File: src/rtl/regfile_sb.sv
// rtl/regfile_sb.sv - integer register file with dual write-back, optional bypass and busy scoreboard
module regfile_sb #(
  parameter int XLEN   = 32,
  parameter int NREGS  = 32,
  parameter int RF_AW  = 5,
  parameter int BYPASS = 1
) (
  input  logic               clk,
  input  logic               rst_n,
  input  logic [RF_AW-1:0]   read_src1_idx,
  input  logic [RF_AW-1:0]   read_src2_idx,
  output logic [XLEN-1:0]    read_src1_dat,
  output logic [XLEN-1:0]    read_src2_dat,
  output logic               read_src1_busy,
  output logic               read_src2_busy,
  input  logic               wbck0_wen,
  input  logic [RF_AW-1:0]   wbck0_idx,
  input  logic [XLEN-1:0]    wbck0_dat,
  input  logic               wbck1_wen,
  input  logic [RF_AW-1:0]   wbck1_idx,
  input  logic [XLEN-1:0]    wbck1_dat,
  input  logic               sb_set_vld,
  input  logic [RF_AW-1:0]   sb_set_idx,
  output logic               sb_set_rdy,
  input  logic               sb_flush,
  output logic [RF_AW:0]     sb_cnt
);

  localparam logic [RF_AW:0] NREGS_L = (RF_AW+1)'(NREGS);

  logic [XLEN-1:0]  regs [NREGS];
  logic [NREGS-1:0] busy;
  logic [NREGS-1:0] busy_nxt;
  logic [RF_AW:0]   cnt;
  logic [RF_AW:0]   cnt_nxt;
  logic             wr0_ok;
  logic             wr1_ok;
  logic             set_acc;
  logic             cnt_inc;
  logic             cnt_dec;

  // Index 0 and indices beyond the implemented registers are never stored.
  function automatic logic idx_ok(input logic [RF_AW-1:0] idx);
    return (idx != '0) && ({1'b0, idx} < NREGS_L);
  endfunction

  function automatic logic busy_at(input logic [RF_AW-1:0] idx);
    return idx_ok(idx) ? busy[idx] : 1'b0;
  endfunction

  function automatic logic [XLEN-1:0] read_dat(input logic [RF_AW-1:0] idx);
    logic [XLEN-1:0] d;
    d = '0;
    if (idx_ok(idx)) begin
      d = regs[idx];
      if (BYPASS != 0) begin
        if (wbck0_wen && wbck0_idx == idx)
          d = wbck0_dat;
        else if (wbck1_wen && wbck1_idx == idx)
          d = wbck1_dat;
      end
    end
    return d;
  endfunction

  function automatic logic read_busy(input logic [RF_AW-1:0] idx);
    logic b;
    b = busy_at(idx);
    if ((BYPASS != 0) && wbck1_wen && wbck1_idx == idx)
      b = 1'b0;
    return b;
  endfunction

  always_comb begin
    read_src1_dat  = read_dat(read_src1_idx);
    read_src2_dat  = read_dat(read_src2_idx);
    read_src1_busy = read_busy(read_src1_idx);
    read_src2_busy = read_busy(read_src2_idx);
  end

  assign sb_set_rdy = ~busy_at(sb_set_idx) | (wbck1_wen & (wbck1_idx == sb_set_idx));
  assign sb_cnt     = cnt;

  assign wr0_ok  = wbck0_wen & idx_ok(wbck0_idx);
  assign wr1_ok  = wbck1_wen & idx_ok(wbck1_idx);
  assign set_acc = sb_set_vld & sb_set_rdy & idx_ok(sb_set_idx);

  // A set of the register being cleared wins, so that clear must not decrement.
  assign cnt_inc = set_acc & ~busy_at(sb_set_idx);
  assign cnt_dec = wr1_ok & busy_at(wbck1_idx) & ~(set_acc & (sb_set_idx == wbck1_idx));

  always_comb begin
    busy_nxt = busy;
    if (wr1_ok)
      busy_nxt[wbck1_idx] = 1'b0;
    if (set_acc)
      busy_nxt[sb_set_idx] = 1'b1;
    if (sb_flush)
      busy_nxt = '0;
  end

  always_comb begin
    cnt_nxt = cnt;
    if (sb_flush)
      cnt_nxt = '0;
    else if (cnt_inc && !cnt_dec)
      cnt_nxt = cnt + 1'b1;
    else if (cnt_dec && !cnt_inc)
      cnt_nxt = cnt - 1'b1;
  end

  // Port 1 is written first so a same-index port 0 write overrides it.
  always_ff @(posedge clk or negedge rst_n) begin
    if (!rst_n) begin
      for (int i = 0; i < NREGS; i++)
        regs[i] <= '0;
    end else begin
      if (wr1_ok)
        regs[wbck1_idx] <= wbck1_dat;
      if (wr0_ok)
        regs[wbck0_idx] <= wbck0_dat;
    end
  end

  always_ff @(posedge clk or negedge rst_n) begin
    if (!rst_n) begin
      busy <= '0;
      cnt  <= '0;
    end else begin
      busy <= busy_nxt;
      cnt  <= cnt_nxt;
    end
  end

endmodule

File: config.mk
export PLATFORM = sky130hd
export DESIGN_NAME = regfile_sb
export DESIGN_NICKNAME = d
export VERILOG_FILES = /design/src/rtl/regfile_sb.sv
export SDC_FILE = /design/constraint.sdc
export NUM_CORES = 2
export LEC_CHECK = 0
export CAP_MARGIN = 15
export CELL_PAD_IN_SITES_DETAIL_PLACEMENT = 0
export CELL_PAD_IN_SITES_GLOBAL_PLACEMENT = 1
export CORE_MARGIN = 1
export CORE_UTILIZATION = 45
export DETAILED_ROUTE_END_ITERATION = 6
export GPL_ROUTABILITY_DRIVEN = 1
export GPL_TIMING_DRIVEN = 0
export MAX_ROUTING_LAYER = met4
export PLACE_DENSITY_LB_ADDON = 0.1
export SYNTH_ARGS = -nofsm -noshare
export SYNTH_HDL_FRONTEND = slang
export SYNTH_SLANG_ARGS = --single-unit
File: constraint.sdc
create_clock -name clk -period 7.9 [get_ports clk]
set_input_delay 1.975 -clock clk [delete_from_list [all_inputs] [get_ports clk]]
set_output_delay 1.975 -clock clk [all_outputs]
set_load 0.005 [all_outputs]
* Word-level counts from Yosys, hierarchy flattened
Cells that the tools add are included.
Word-level totals: flip-flop bits (word level) 1062, output and inout bits 73, word-level logic and storage cells 135, bits of input ports 95
Cells by class: add/subtract/negate cells 2, eq/ne operators 6, reduce and logical (&&, ||, !) cells 18, $lt $le $gt $ge 12, bitwise operators 19, multiplexer cells 44
Operators with widths (count):
- bitwise mux 1024 bit | 2
- 2-to-1 mux 1024 bit | 2
- 2-to-1 mux 32 bit | 15
- binary-select mux 32 bit (select 5 bit) | 2
- demux 32 bit (select 5 bit) | 2
- AND 32 bit | 1
- inverter 32 bit | 1
- OR 32 bit | 1
- equality test 5 bit | 6
- nonzero test 5 bit | 5
- greater-or-equal comparator 6 bit (second input constant) | 4
- less-than comparator 5 x 6 -> 1 bit (second input constant) | 4
- inverter 5 -> 6 bit | 4
- binary-select mux 1 bit (select 5 bit) | 4
- 2-to-1 mux 6 bit | 3
- less-than comparator 6 x 1 -> 1 bit (second input constant) | 2
- 2-to-1 mux 1 bit | 12
- demux 1 bit (select 5 bit) | 2
- greater-or-equal comparator 5 x 1 -> 1 bit (second input constant) | 2
- logical AND 1 bit | 10
- AND 1 bit | 9
- adder 6 x 1 -> 6 bit (second input constant) | 1
- subtractor 6 x 1 -> 6 bit (second input constant) | 1
- nonzero test 3 bit | 1
- 3 further kinds | 5

* Longest topological paths before layout
depth in word-level cells 14, gate-level depth with buffers 15, mapped depth without buffers 13

* Worst setup path after synthesis
OpenSTA, ideal clock, no wires.
path type input port to output port, from input read_src1_idx[0], to output read_src1_dat[11], data arrival time 3999 ps, stages 7, setup slack 1926 ps, cell sequence buf_2 clkbuf_1 mux4_2 mux4_2 mux2i_1 a21oi_1 a21o_1
On the way: longest elaborated chain between the ends 7
Ends and longest elaborated chain:
- start, declared | line 10 | input logic [RF_AW-1:0] read_src1_idx,
- inverter 5 -> 6 bit (not written as such) | line 55 | d = regs[idx];
- binary-select mux 32 bit (select 5 bit) | line 55
- 2-to-1 mux 32 bit (not written as such) (2 in series) | line 55
- 2-to-1 mux 32 bit | line 59 | else if (wbck1_wen && wbck1_idx == idx)
- 2-to-1 mux 32 bit | line 57 | if (wbck0_wen && wbck0_idx == idx)
- 2-to-1 mux 32 bit (*) | line 54 | if (idx_ok(idx)) begin
- end, declared | line 12 | output logic [XLEN-1:0] read_src1_dat,
Every way passes the cells marked *; elsewhere a longest branch is shown, timed or not. The select of a mux whose other input is x is not followed.

* Final worst setup path
from input read_src2_idx[3], to output read_src2_dat[0]
On the way: longest elaborated chain between the ends 7
Ends and longest elaborated chain:
- start, declared | line 11 | input logic [RF_AW-1:0] read_src2_idx,
- inverter 5 -> 6 bit (not written as such) | line 55
- binary-select mux 32 bit (select 5 bit) | line 55
- 2-to-1 mux 32 bit (not written as such) (2 in series) | line 55
- 2-to-1 mux 32 bit | line 59
- 2-to-1 mux 32 bit | line 57
- 2-to-1 mux 32 bit (*) | line 54
- end, declared | line 13 | output logic [XLEN-1:0] read_src2_dat,
Marked as above.

==> results.tsv <==
stage	metric	value	unit
timing	finalHoldViolCount	0	
clock_tree	cts_sinks	1062	
setup_path	r2r_slack	4.28	ns
yosys	synthAdderAreaFrac	0.104	%
yosys	synth_top_family_by_area	multiplexers	
timing	max_freq	122	MHz
yosys	synth-simple-area-share	7.31	%
yosys	synth_mux_area_share	34.4	%
setup_path	r2r_cells	13	
die	start_util	45.5	%
timing	clock_skew	0.0145	ns
setup_path	critPathRequiredTime	5.93	ns
final_layout	final_nets	6700	
setup_path	critical_path_buf_inv_count	5	
clock_tree	postCtsSetupBuffers	0	
yosys	syn-cell-area	67400	um2
clock_tree	clk_latency	0.81	ns
route	via_per_inst	7.80	
setup_path	cpPeakStageDelay	0.82	ns
placement	gp_congestion	1.13	
global_route	overflow	0	
run_status	outcome	finished, violations left	
power	p_leak	33.8	nW
yosys	synth_area_leader_cell	dfrtp_1	
yosys	yosys_warnings	0	
timing	drv_slew	21	
yosys	avgSynthCellArea	10.9	um2
route	first_pass_iters	7	
yosys	synth_area_leaders	dfrtp_1 (39%), mux4_2 (21%), mux2i_1 (13%), a21oi_1 (4.9%), nor2_1 (3.4%)	
route	postRouteAntennaNets	0	
setup_path	path_max_fanout	12	
placement	dpl_cell_area	73400	um2
route	routed-via-count	67900	
die	pin_count	168	
yosys	ys_seq_area_share	39.5	%
yosys	synth-seq-cells	1062	
timing	finalCriticalPeriod	8.22	ns
min_path	whs_path_depth	1	
timing	slew_headroom	-3.56	%
setup_path	critical_path_class	input port to output port	
final_layout	synthToLayoutAreaGrowth	16.5	%
clock_tree	numCtsBuffers	135	
yosys	async_flop_share	100	%
placement	placed_cells	8384	
run	cap_violations	3	
power	ir_worst_vdd	228	uV
placement	numPortBuffers	132	
clock_tree	cts_root_buf	clkbuf_16	
timing	rsz0062_at_grt	yes	
setup_path	crit_cells	8	
yosys	synth_top_area_share	39.5	%
yosys	synth_edf_count	0	
yosys	synth-xor-area-share	0.364	%
timing	setup_violations	59	
min_path	worstHoldStart	regs[1000]	
global_route	first_global_vias	62700	
final_layout	multiInputGateArea	37600	um2
timing	worst_pin_slew	1.55	ns
power	power.density	261	nW/um2
die	core_area	148000	um2
setup_path	cpMaxStageDelayCell	buf_2	
die	fp.dieW	389	um
final_layout	drive_gt1_share	19.5	%
clock_tree	clk_pin_slew	0.06	ns
die	die_y	389	um
global_route	grt_max_degree	156	
min_path	hp-class	flip-flop to flip-flop	
yosys	ys_types	63	
setup_path	cp_top_family	buffers and inverters	
setup_path	end_kind	output port	
route	wl_per_cell	52.4	um
global_route	grt_antenna_before_repair	62	
setup_path	path_common_cell	clkdlybuf4s50_1	
timing	setup_slack	-0.322	ns
global_route	grt_usage	61.3	%
run_status	violations	DRC, capacitance limit, slew limit, setup timing	
placement	dp_hpwl	326000	um
final_layout	layout_common_cells	dfrtp_1 (1062), mux2i_1 (867), a21oi_1 (653)	
die	rows	141	
route	wl	457000	um
yosys	synthFlopType	dfrtp_1	
setup_path	cp.arrival	6.25	ns
die	dieArea	151000	um2
setup_path	crit_chain	clkdlybuf4s50_1 > buf_4 > buf_2 > clkbuf_2 > mux2i_1 > a21oi_1 > a21o_1 > clkdlybuf4s50_1	
final_layout	final_common_cell	dfrtp_1	
final_layout	stdcell_area	78400	um2
yosys	synth_compound_area_share	13.4	%
timing	finalCritPeriodShare	104	%
final_layout	regArea	26600	um2
yosys	synthesis.nets	6305	
clock_tree	cts_tree	yes	
setup_path	critPathLaunchType	input port	
route	drt-initial-drc-count	13000	
setup_path	r2r-start	busy[11]	
final_layout	finalNonFillerCells	8716	
route	route.detailed.drc	81	
final_layout	num-fill-cells	13400	
min_path	whs_endpoint	regs[1000]	
yosys	syn_inst	6205	
setup_path	worst_r2r_endpoint	sb_cnt[5]	
clock_tree	cts_max_level	4	
global_route	grt_pass1_wl	590000	um
clock_tree	cts_buffer_depth	3	
synth_stat cells (2+ instances only):
| library cell | instances |
|---|---|
| dfrtp_1 | 1062 |
| mux2i_1 | 867 |
| a21oi_1 | 654 |
| mux4_2 | 640 |
| nor2_1 | 607 |
| clkbuf_1 | 585 |
| nand2_1 | 453 |
| o21ai_1 | 301 |
| o21ai_0 | 236 |
| a32oi_1 | 210 |
| buf_2 | 148 |
| a21o_1 | 67 |
| buf_1 | 48 |
| a211oi_1 | 46 |
| nor3_1 | 30 |
| nor2b_1 | 28 |
| nand3_1 | 27 |
| inv_1 | 26 |
| xor2_1 | 18 |
| a31oi_1 | 16 |
| clkbuf_2 | 10 |
| o32ai_1 | 10 |
| xnor2_1 | 10 |
| buf_4 | 9 |
| o22ai_1 | 9 |
| nand2b_1 | 7 |
| nor4_1 | 7 |
| nand3b_1 | 5 |
| and2_1 | 4 |
| ha_1 | 4 |
| nand2_2 | 4 |
| nand4_1 | 4 |
| nor2_2 | 4 |
| or2_2 | 4 |
| or3b_1 | 4 |
| and3_1 | 3 |
| mux2_1 | 3 |
| nor3_2 | 3 |
| or3_1 | 3 |
| or4_1 | 3 |
| mux2_4 | 2 |
| nand4_2 | 2 |
| or2_1 | 2 |
flip-flops by register name (all words and copies together) (netlist names):
register,cells
sb_cnt,6
regs,1024
busy,32
cells by family (layout without fill, tap and decap cells):
kind of cell | Yosys count | count (layout)
DFF | 1062 | 1062
other | 0 | 84
adders and majority gates | 5 | 5
AOI/OAI and AO/OA | 1560 | 1560
buffers and inverters | 827 | 1324
and+or+nand+nor | 1210 | 1210
xor gates and xnor gates | 28 | 28
muxes | 1513 | 1513
layout make-up:
class / count / area share (%)
flip-flops and latches: 1062 / 33.9
inverters: 26 / 0.124
multi-input cells: 4316 / 47.9
diodes: 84 / 0.268
clock buffers: 199 / 5.04
plain buffers: 798 / 4.42
well taps: 1930 / 3.08
clock inverters: 40 / 0.654
repair buffers: 261 / 4.66
what timing repair did:
item                                    CTS  global route
hold buffers                              0             0
gates resized for setup                  38            36
pin swaps                                 0             0
endpoints found under the setup margin   66            51
report_power, final:
part           switching, W  internal, W
logic               0.00300      0.00291
clock network       0.00289      0.00371
registers           0.00117      0.00681
per-stage QoR:
step | hold WS, ns | util (%) | total power [W] | setup slack [ns] | TNS, ns
final | 0.483 | 52.9 | 0.0205 | -0.322 | -6.76
after global routing | 0.501 | 52.9 | 0.0208 | -0.00510 | -0.00510
after CTS | 0.480 | 52.6 | 0.0200 | 0.00718 | 0
after detailed placement | 0.464 | 49.5 | 0.0135 | -1.28 | -49.95
after global placement | 0.453 | 48.0 | 0.0134 | -48.63 | -
after floorplan | 0.441 | - | 0.0112 | 1.93 | 0
worst register-to-register path, stage by stage, from the launching register on:
cell	delay, ns
dfrtp_1	0.44
mux4_2	0.53
and2_4	0.19
o21ai_2	0.14
nand4_2	0.19
a311oi_4	0.50
inv_1	0.18
ha_1	0.31
a21o_1	0.18
a21oi_1	0.22
o21bai_1	0.10
a21oi_1	0.27
nand3b_1	0.16
nand4_1	0.09
worst max-delay path by stage:
| stage | start | to | slack (ns) |
|---|---|---|---|
| after floorplan | read_src1_idx[0] | read_src1_dat[11] | 1.93 |
| after global placement | rst_n | regs[41] | -48.63 |
| after detailed placement | read_src2_idx[4] | read_src2_dat[27] | -1.28 |
| after CTS | read_src1_idx[1] | read_src1_dat[0] | 0.007 |
| after global routing | read_src2_idx[1] | read_src2_dat[0] | -0.005 |
| final | read_src2_idx[3] | read_src2_dat[0] | -0.32 |
layer usage:
layer	vias to the layer above	track usage (%)	wire length, um
li1	24000	-	-
met1	34300	68.4	154000
met2	7338	74.9	170000
met3	2298	39.2	84300
met4	0	50.9	48200
met5	-	-	0
(Power assumes the default switching activity.)
